$ cat config.mk
export PLATFORM = sky130hd
export DESIGN_NAME = rx_serial_7o1
export DESIGN_NICKNAME = d
export VERILOG_FILES = /design/src/rtl/rx_serial_7o1.sv
export SDC_FILE = /design/constraint.sdc
export NUM_CORES = 1
export LEC_CHECK = 0
export ABC_AREA = 1
export BUFFER_PORTS_ARGS = -buffer_cell sky130_fd_sc_hd__buf_2
export CAP_MARGIN = 30
export CELL_PAD_IN_SITES_DETAIL_PLACEMENT = 1
export CELL_PAD_IN_SITES_GLOBAL_PLACEMENT = 2
export CORE_UTILIZATION = 35
export CTS_CLUSTER_SIZE = 30
export DETAILED_ROUTE_END_ITERATION = 8
export PLACE_DENSITY_LB_ADDON = 0.12
export SLEW_MARGIN = 15
export SYNTH_ARGS = -nofsm -noshare
export SYNTH_HDL_FRONTEND = slang
export SYNTH_SLANG_ARGS = --single-unit
export TNS_END_PERCENT = 100
$ cat constraint.sdc
create_clock -name clock -period 3.46 [get_ports clock]
set_input_delay 0.519 -clock clock [delete_from_list [all_inputs] [get_ports clock]]
set_output_delay 0.519 -clock clock [all_outputs]
set_load 0.01 [all_outputs]
$ cat src/rtl/rx_serial_7o1.sv
// ---------------------------------------------------------------------------
// rx_serial_7o1
// Asynchronous serial receiver for 7O1 frames: 1 start bit, 7 data bits sent
// LSB first, 1 odd-parity bit and 1 stop bit. Every decoded character is
// handed to the control unit with a one-cycle `pronto` pulse. Frames with a
// parity or stop-bit error are still delivered; the consumer decides whether
// to discard them.
//
// Ports
//   clock           in   1  system clock, rising edge
//   reset           in   1  synchronous, active-high
//   entrada_serial  in   1  asynchronous serial line, idle high
//   dados_ascii     out  7  last received character, held until next pronto
//   pronto          out  1  one-cycle pulse: new character, flags valid
//   erro_paridade   out  1  parity of the last frame was wrong
//   erro_parada     out  1  stop bit of the last frame was sampled 0
//   ocupado         out  1  high while a frame is in progress (state != IDLE)
//   db_estado       out  4  FSM state code (IDLE 0 .. ESPERA 6)
//
// Handshake: pronto is a push-only strobe with no ready/backpressure. It is
// high for exactly one clock and dados_ascii / erro_* are valid in that
// cycle and stay unchanged until the next pronto.
// ---------------------------------------------------------------------------
module rx_serial_7o1 #(
  parameter int CLKS_PER_BIT = 434,
  parameter int HALF_BIT     = CLKS_PER_BIT / 2
) (
  input  logic       clock,
  input  logic       reset,
  input  logic       entrada_serial,
  output logic [6:0] dados_ascii,
  output logic       pronto,
  output logic       erro_paridade,
  output logic       erro_parada,
  output logic       ocupado,
  output logic [3:0] db_estado
);

  localparam int TW = (CLKS_PER_BIT > 1) ? $clog2(CLKS_PER_BIT) : 1;

  // Terminal counts of the bit-timing counter.
  localparam logic [TW-1:0] TICK_HALF_END = TW'(HALF_BIT - 1);
  localparam logic [TW-1:0] TICK_BIT_END  = TW'(CLKS_PER_BIT - 1);

  typedef enum logic [3:0] {
    S_IDLE   = 4'd0,
    S_START  = 4'd1,
    S_DATA   = 4'd2,
    S_PARITY = 4'd3,
    S_STOP   = 4'd4,
    S_DONE   = 4'd5,
    S_ESPERA = 4'd6
  } state_t;

  state_t        r_state;
  logic          r_rx_meta;
  logic          r_rx_s;
  logic [TW-1:0] r_tick;
  logic [2:0]    r_bit_idx;
  logic [6:0]    r_shift;
  logic          r_par_err;
  logic          r_stop_err;

  // Ones count of data plus parity must be odd; a reduction XOR of 1 means odd.
  logic w_par_err;
  assign w_par_err = ~((^r_shift) ^ r_rx_s);

  assign db_estado = r_state;
  assign ocupado   = (r_state != S_IDLE);

  always_ff @(posedge clock) begin
    if (reset) begin
      r_state       <= S_IDLE;
      r_rx_meta     <= 1'b1;
      r_rx_s        <= 1'b1;
      r_tick        <= '0;
      r_bit_idx     <= '0;
      r_shift       <= '0;
      r_par_err     <= 1'b0;
      r_stop_err    <= 1'b0;
      dados_ascii   <= '0;
      pronto        <= 1'b0;
      erro_paridade <= 1'b0;
      erro_parada   <= 1'b0;
    end else begin
      // Two-flop synchronizer; the FSM only ever looks at r_rx_s.
      r_rx_meta <= entrada_serial;
      r_rx_s    <= r_rx_meta;

      case (r_state)
        S_IDLE: begin
          r_tick <= '0;
          if (!r_rx_s) begin
            r_state <= S_START;
          end
        end

        S_START: begin
          if (r_tick == TICK_HALF_END) begin
            r_tick <= '0;
            // Line back high by mid-start means it was only a glitch.
            if (!r_rx_s) begin
              r_state   <= S_DATA;
              r_bit_idx <= '0;
            end else begin
              r_state <= S_IDLE;
            end
          end else begin
            r_tick <= r_tick + 1'b1;
          end
        end

        S_DATA: begin
          if (r_tick == TICK_BIT_END) begin
            r_tick  <= '0;
            r_shift <= {r_rx_s, r_shift[6:1]};
            if (r_bit_idx == 3'd6) begin
              r_state <= S_PARITY;
            end else begin
              r_bit_idx <= r_bit_idx + 1'b1;
            end
          end else begin
            r_tick <= r_tick + 1'b1;
          end
        end

        S_PARITY: begin
          if (r_tick == TICK_BIT_END) begin
            r_tick    <= '0;
            r_par_err <= w_par_err;
            r_state   <= S_STOP;
          end else begin
            r_tick <= r_tick + 1'b1;
          end
        end

        S_STOP: begin
          if (r_tick == TICK_BIT_END) begin
            r_tick        <= '0;
            r_stop_err    <= ~r_rx_s;
            // Outputs are loaded here so they are valid during the DONE cycle,
            // which is the cycle pronto is high.
            pronto        <= 1'b1;
            dados_ascii   <= r_shift;
            erro_paridade <= r_par_err;
            erro_parada   <= ~r_rx_s;
            r_state       <= S_DONE;
          end else begin
            r_tick <= r_tick + 1'b1;
          end
        end

        S_DONE: begin
          pronto <= 1'b0;
          // A low stop bit usually means a break; wait for the line to
          // recover instead of treating the low level as a new start edge.
          r_state <= r_stop_err ? S_ESPERA : S_IDLE;
        end

        S_ESPERA: begin
          if (r_rx_s) begin
            r_state <= S_IDLE;
          end
        end

        default: begin
          r_state <= S_IDLE;
          r_tick  <= '0;
          pronto  <= 1'b0;
        end
      endcase
    end
  end

endmodule
After elaboration in Yosys (flattened, before gate mapping)
Cells that the tools add are included.

Multiplexer cells: 20. Bitwise gates (word level): 4. Eq/ne operators: 18. $add $sub $neg: 2. Reductions and logical operators: 13.

Operators by type and width (count): 2-to-1 mux 4 bit (7); one-hot mux 4 bit (7 select lines) (1); one-hot mux 9 bit (3 select lines) (1); 2-to-1 mux 9 bit (2); != test 2 bit (second input constant) (9); 2-to-1 mux 3 bit (5); == test 4 x 3 -> 1 bit (second input constant) (3); adder 9 x 1 -> 9 bit (second input constant) (1); == test 9 x 8 -> 1 bit (second input constant) (1); == test 9 bit (second input constant) (1); == test 4 x 2 -> 1 bit (second input constant) (2); AND reduction 2 bit (4); AND reduction 7 bit (1); XOR reduction 7 bit (1); one-hot mux 3 bit (2 select lines) (1); AND reduction 5 bit (1); OR reduction 5 bit (1); == test 4 x 1 -> 1 bit (second input constant) (1); zero test 4 bit (1); nonzero test 4 bit (1); adder 3 x 1 -> 3 bit (second input constant) (1); == test 3 bit (second input constant) (1); NOT 1 bit (3); OR reduction 3 bit (1); other kinds (6) (6).

Input bits: 3. Word-level logic and storage cells: 68. Register bits: 36. Output and inout port bits: 15.

Logic depth before layout (Yosys ltp)
Word-level depth: 4. Mapped depth: 11. Mapped depth without buffers: 11.

Least setup slack after synthesis
Ideal clock, no wire load.

Kind: register to register. From: register r_tick[0]. To: register r_shift[4]. Library setup time: 0.119 ns. Stages on the path, launching flop included: 8. Slack: 2.067 ns. Arrival time: 1.274 ns. Required time: 3.341 ns. Cells stage by stage: dfxtp_1 -> ha_1 -> nand3_1 -> nor2_4 -> nand2_1 -> buf_2 -> o21ai_0 -> a21oi_1.

Cells in the longest elaborated chain, start to end: 2.

RTL lines: start, declared (RTL line 58) `logic [TW-1:0] r_tick;`; start signal, assigned (RTL line 109) `r_tick <= r_tick + 1'b1;`; start signal, assigned (RTL line 123) `r_tick <= r_tick + 1'b1;`; start signal, assigned (RTL line 133) `r_tick <= r_tick + 1'b1;`; == test 9 bit (RTL line 114) `if (r_tick == TICK_BIT_END) begin`; AND reduction 2 bit (no line); end signal, assigned (RTL line 116) `r_shift <= {r_rx_s, r_shift[6:1]};`; end, declared (RTL line 60) `logic [6:0] r_shift;`.

No other way between the ends. A chain may end at the register's enable or synchronous reset.

Worst setup path after layout
From: register r_state[2] (netlist: db_estado[2]). To: output ocupado.

Cells in the longest elaborated chain, start to end: 1.

RTL lines: start, declared (RTL line 55) `state_t r_state;`; start signal, assigned (RTL line 157) `r_state <= r_stop_err ? S_ESPERA : S_IDLE;`; nonzero test 4 bit (RTL line 69) `assign ocupado = (r_state != S_IDLE);`; end, declared (RTL line 35) `output logic ocupado,`.

No other way between the ends.

==> reports/metrics.csv <==
metric,value,unit
Worst path slowest cell,dfxtp_1,
Synth Area in Compound Gates,0.141,
leakage power,0.945,nW
area delta synth->final,11.9,%
vias per cell,4.52,
port bufs,16,
Synthesized Nets,287,
vias in the first global route,1582,
Reg power frac,0.386,
Initial Util,0.364,
Power Density,614,nW/µm²
grt met3 use,0.0482,
switch share,0.419,
outcome,finished clean,
Syn Inst Count,279,
"top cells by area, synth","dfxtp_1 (37%), nand2_1 (14%), inv_1 (9.0%), a21oi_1 (6.2%), nand3_1 (5.9%)",
Slew @ Worst Pin,0.684,ns
non-filler cells in the finished layout,367,
simple-gate share of the synthesized area,0.324,
largest family of logic cells by synthesized area,simple AND/OR/NAND/NOR gates,
Placed Instances,359,
Arrival @ worst endpoint,1.28,ns
first-pass GRT wire length,7.16,mm
postcts setup bufs,0,
Num CTS Buffers,5,
post-synthesis xor/xnor area fraction,0.00468,
maximum clock rate,555,MHz
initial DRC count,52,
GP Congestion,0.759,
final setup vio count,0,
Critical R2R Launch,r_tick[0],
setup TNS,0,ns
Clock Power Share,0.255,
CTS tree,yes,
Skew-Pair Late Insertion Delay,0.30,ns
CTS Hold Bufs,0,
sequential share of the synthesized area,0.375,
"Min Clock Period, post-route",1.80,ns
post-synthesis mux area share,0,
die width,75.1,µm
Worst Setup EP,ocupado,
Synth Register Bits,35,
routed length per placed instance,11.8,µm
worst reg2reg endpoint,r_shift[4],
worst hold path type,input pin to flip-flop,
share of total power in combinational logic,0.360,
Max stage delay on crit path,0.65,ns
maximum clock path buffer count,2,
clock skew,0.0103,ns
Cell variety after synth,29,
Peak supply drop,0.307,mV
most frequent cells in the layout,"nand2_1 (68), inv_1 (45), dfxtp_1 (35), nor2_1 (29), a21oi_1 (23)",
die height,75.1,µm
GRT Resource Usage Total,0.172,
Adder-Cell Fraction of Synth Area,0.0334,
most area-hungry cell type in the Yosys netlist,dfxtp_1,
Root Buffer,clkbuf_8,
layout cells sized above 1,0.135,
largest net degree at the start of global routing,28,
"leading cell type in the layout, fill and taps excluded",nand2_1,
syn avg cell area,6.70,µm²
total gr overflow,0,
endpoint class of the critical path,output pin,
DP Wirelength,3.28,mm
initial antenna violation count,0,
"antenna viol nets, final",0,
Netlist Area Pre-Place,1870,µm²
WP data required,2.94,ns
CP max FO,11,
Net Switching,0.538,mW
final worst path period share,0.521,
grt met2 use,0.264,
reg2reg setup slack,1.75,ns
"Hold Vio Cnt, Final",0,
H-tree levels,2,
R2R cell count,6,
CP cell instances,nor2_1 > inv_1 > buf_2,
DRC,0,
Yosys warnings,0,
internal power,0.746,mW
ant diodes,0,
CP Launch Type,flip-flop,
IO Count,18,
crit path launch,db_estado[2],
Max Cap Viol,0,
FP Rows,26,
top cell type's share of synthesized area,0.375,
die area,5640,µm²
CTS Sinks,35,
Clock Pin Slew Worst Setup and Hold Paths,0.08,ns
GR peak layer,met2,
core area,5140,µm²
WS Path Type,flip-flop to output pin,
max_slew headroom,0.541,
met1 Track Usage GR,0.228,
nets@finish,304,
total number of vias,1658,
Routed WL,4.33,mm
Final Max Tran Viols,0,
RSZ-0062 raised after global routing,false,
total iterations of the first detailed-routing run,4,
cts repair resizes,0,
-- flip-flops by register name, indices dropped and copies added, names as in the netlist --
register       cells
pronto             1
r_bit_idx          3
db_estado          3
r_shift            7
r_rx_meta          1
erro_paridade      1
dados_ascii        7
r_rx_s             1
r_stop_err         1
r_par_err          1
r_tick             9
-- layout make-up --
type | instances | area (µm²)
well taps | 70 | 87.6
inverters | 48 | 180
clock buffers | 6 | 82.6
multi-input cells | 190 | 946
clock inverters | 2 | 16.3
repair buffers | 16 | 80.1
fillers | 729 | 3050
flip-flops and latches | 35 | 701
-- cells in the mapped netlist --
cell type	n
a211oi_1	1
a21oi_1	23
buf_2	2
buf_4	1
buf_6	2
clkbuf_1	1
clkinv_1	1
conb_1	1
dfxtp_1	35
ha_1	5
inv_1	45
inv_2	2
nand2_1	68
nand2_2	4
nand3_1	22
nand3_2	2
nor2_1	29
nor2_4	3
nor3_1	3
nor3_2	1
nor3_4	1
o211ai_1	2
o21a_1	1
o21ai_0	18
o21ai_1	1
o21ai_4	1
o21bai_1	1
or2_2	2
xor2_1	1
-- critical path, delay by kind of cell (launching register included) --
| kind | cells | cell delay [ns] |
|---|---|---|
| buffers and inverters | 2 | 0.20 |
| DFF | 1 | 0.65 |
| and+or+nand+nor | 1 | 0.14 |
-- layer usage --
layer / vias up / wire (µm)
met4: 0 / 66
li1: 900 / -
met1: 739 / 2330
met3: 6 / 92
met5: - / 0
met2: 13 / 1850
-- how the worst min path moves through the flow --
stage | start | end | slack [ns] | cells past startpoint
after global placement | r_rx_meta | r_rx_s | 0.39 | 1
after floorplan | r_rx_meta | r_rx_s | 0.39 | 1
after global routing | entrada_serial | r_rx_meta | 0.39 | 2
final | entrada_serial | r_rx_meta | 0.40 | 2
after CTS | entrada_serial | r_rx_meta | 0.39 | 2
after detailed placement | r_rx_meta | r_rx_s | 0.40 | 1
-- logic make-up (layout without fill, tap and decap cells) --
kind of cell,Yosys count,in the layout
XOR/XNOR,1,1
flip-flops,35,35
buffers and inverters,54,72
AND/OR/NAND/NOR,135,135
AO/OA/AOI/OAI,48,48
adder cells (fa/ha/maj),5,5
other,1,1
-- power by group through the flow --
stage / Clock [mW] / Sequential (mW) / Combinational [mW]
6_report: 0.327 / 0.495 / 0.462
3_3_place_gp: 0 / 0.502 / 0.468
4_1_cts: 0.341 / 0.495 / 0.470
3_5_place_dp: 0 / 0.504 / 0.467
2_1_floorplan: 0 / 0.485 / 0.374
5_1_grt: 0.361 / 0.502 / 0.534
-- stage by stage --
stage	setup WS [ns]	util	power, mW	cell area [µm²]	hold WS, ns
floorplan	2.07	-	0.859	1870	0.389
global placement	1.56	0.388	0.970	1990	0.393
detailed placement	1.54	0.388	0.971	1990	0.402
CTS	1.66	0.407	1.31	2090	0.392
global route	1.56	0.407	1.40	2090	0.388
finish	1.66	0.407	1.28	2090	0.401
Note: power is estimated with default switching activity, not from simulation.
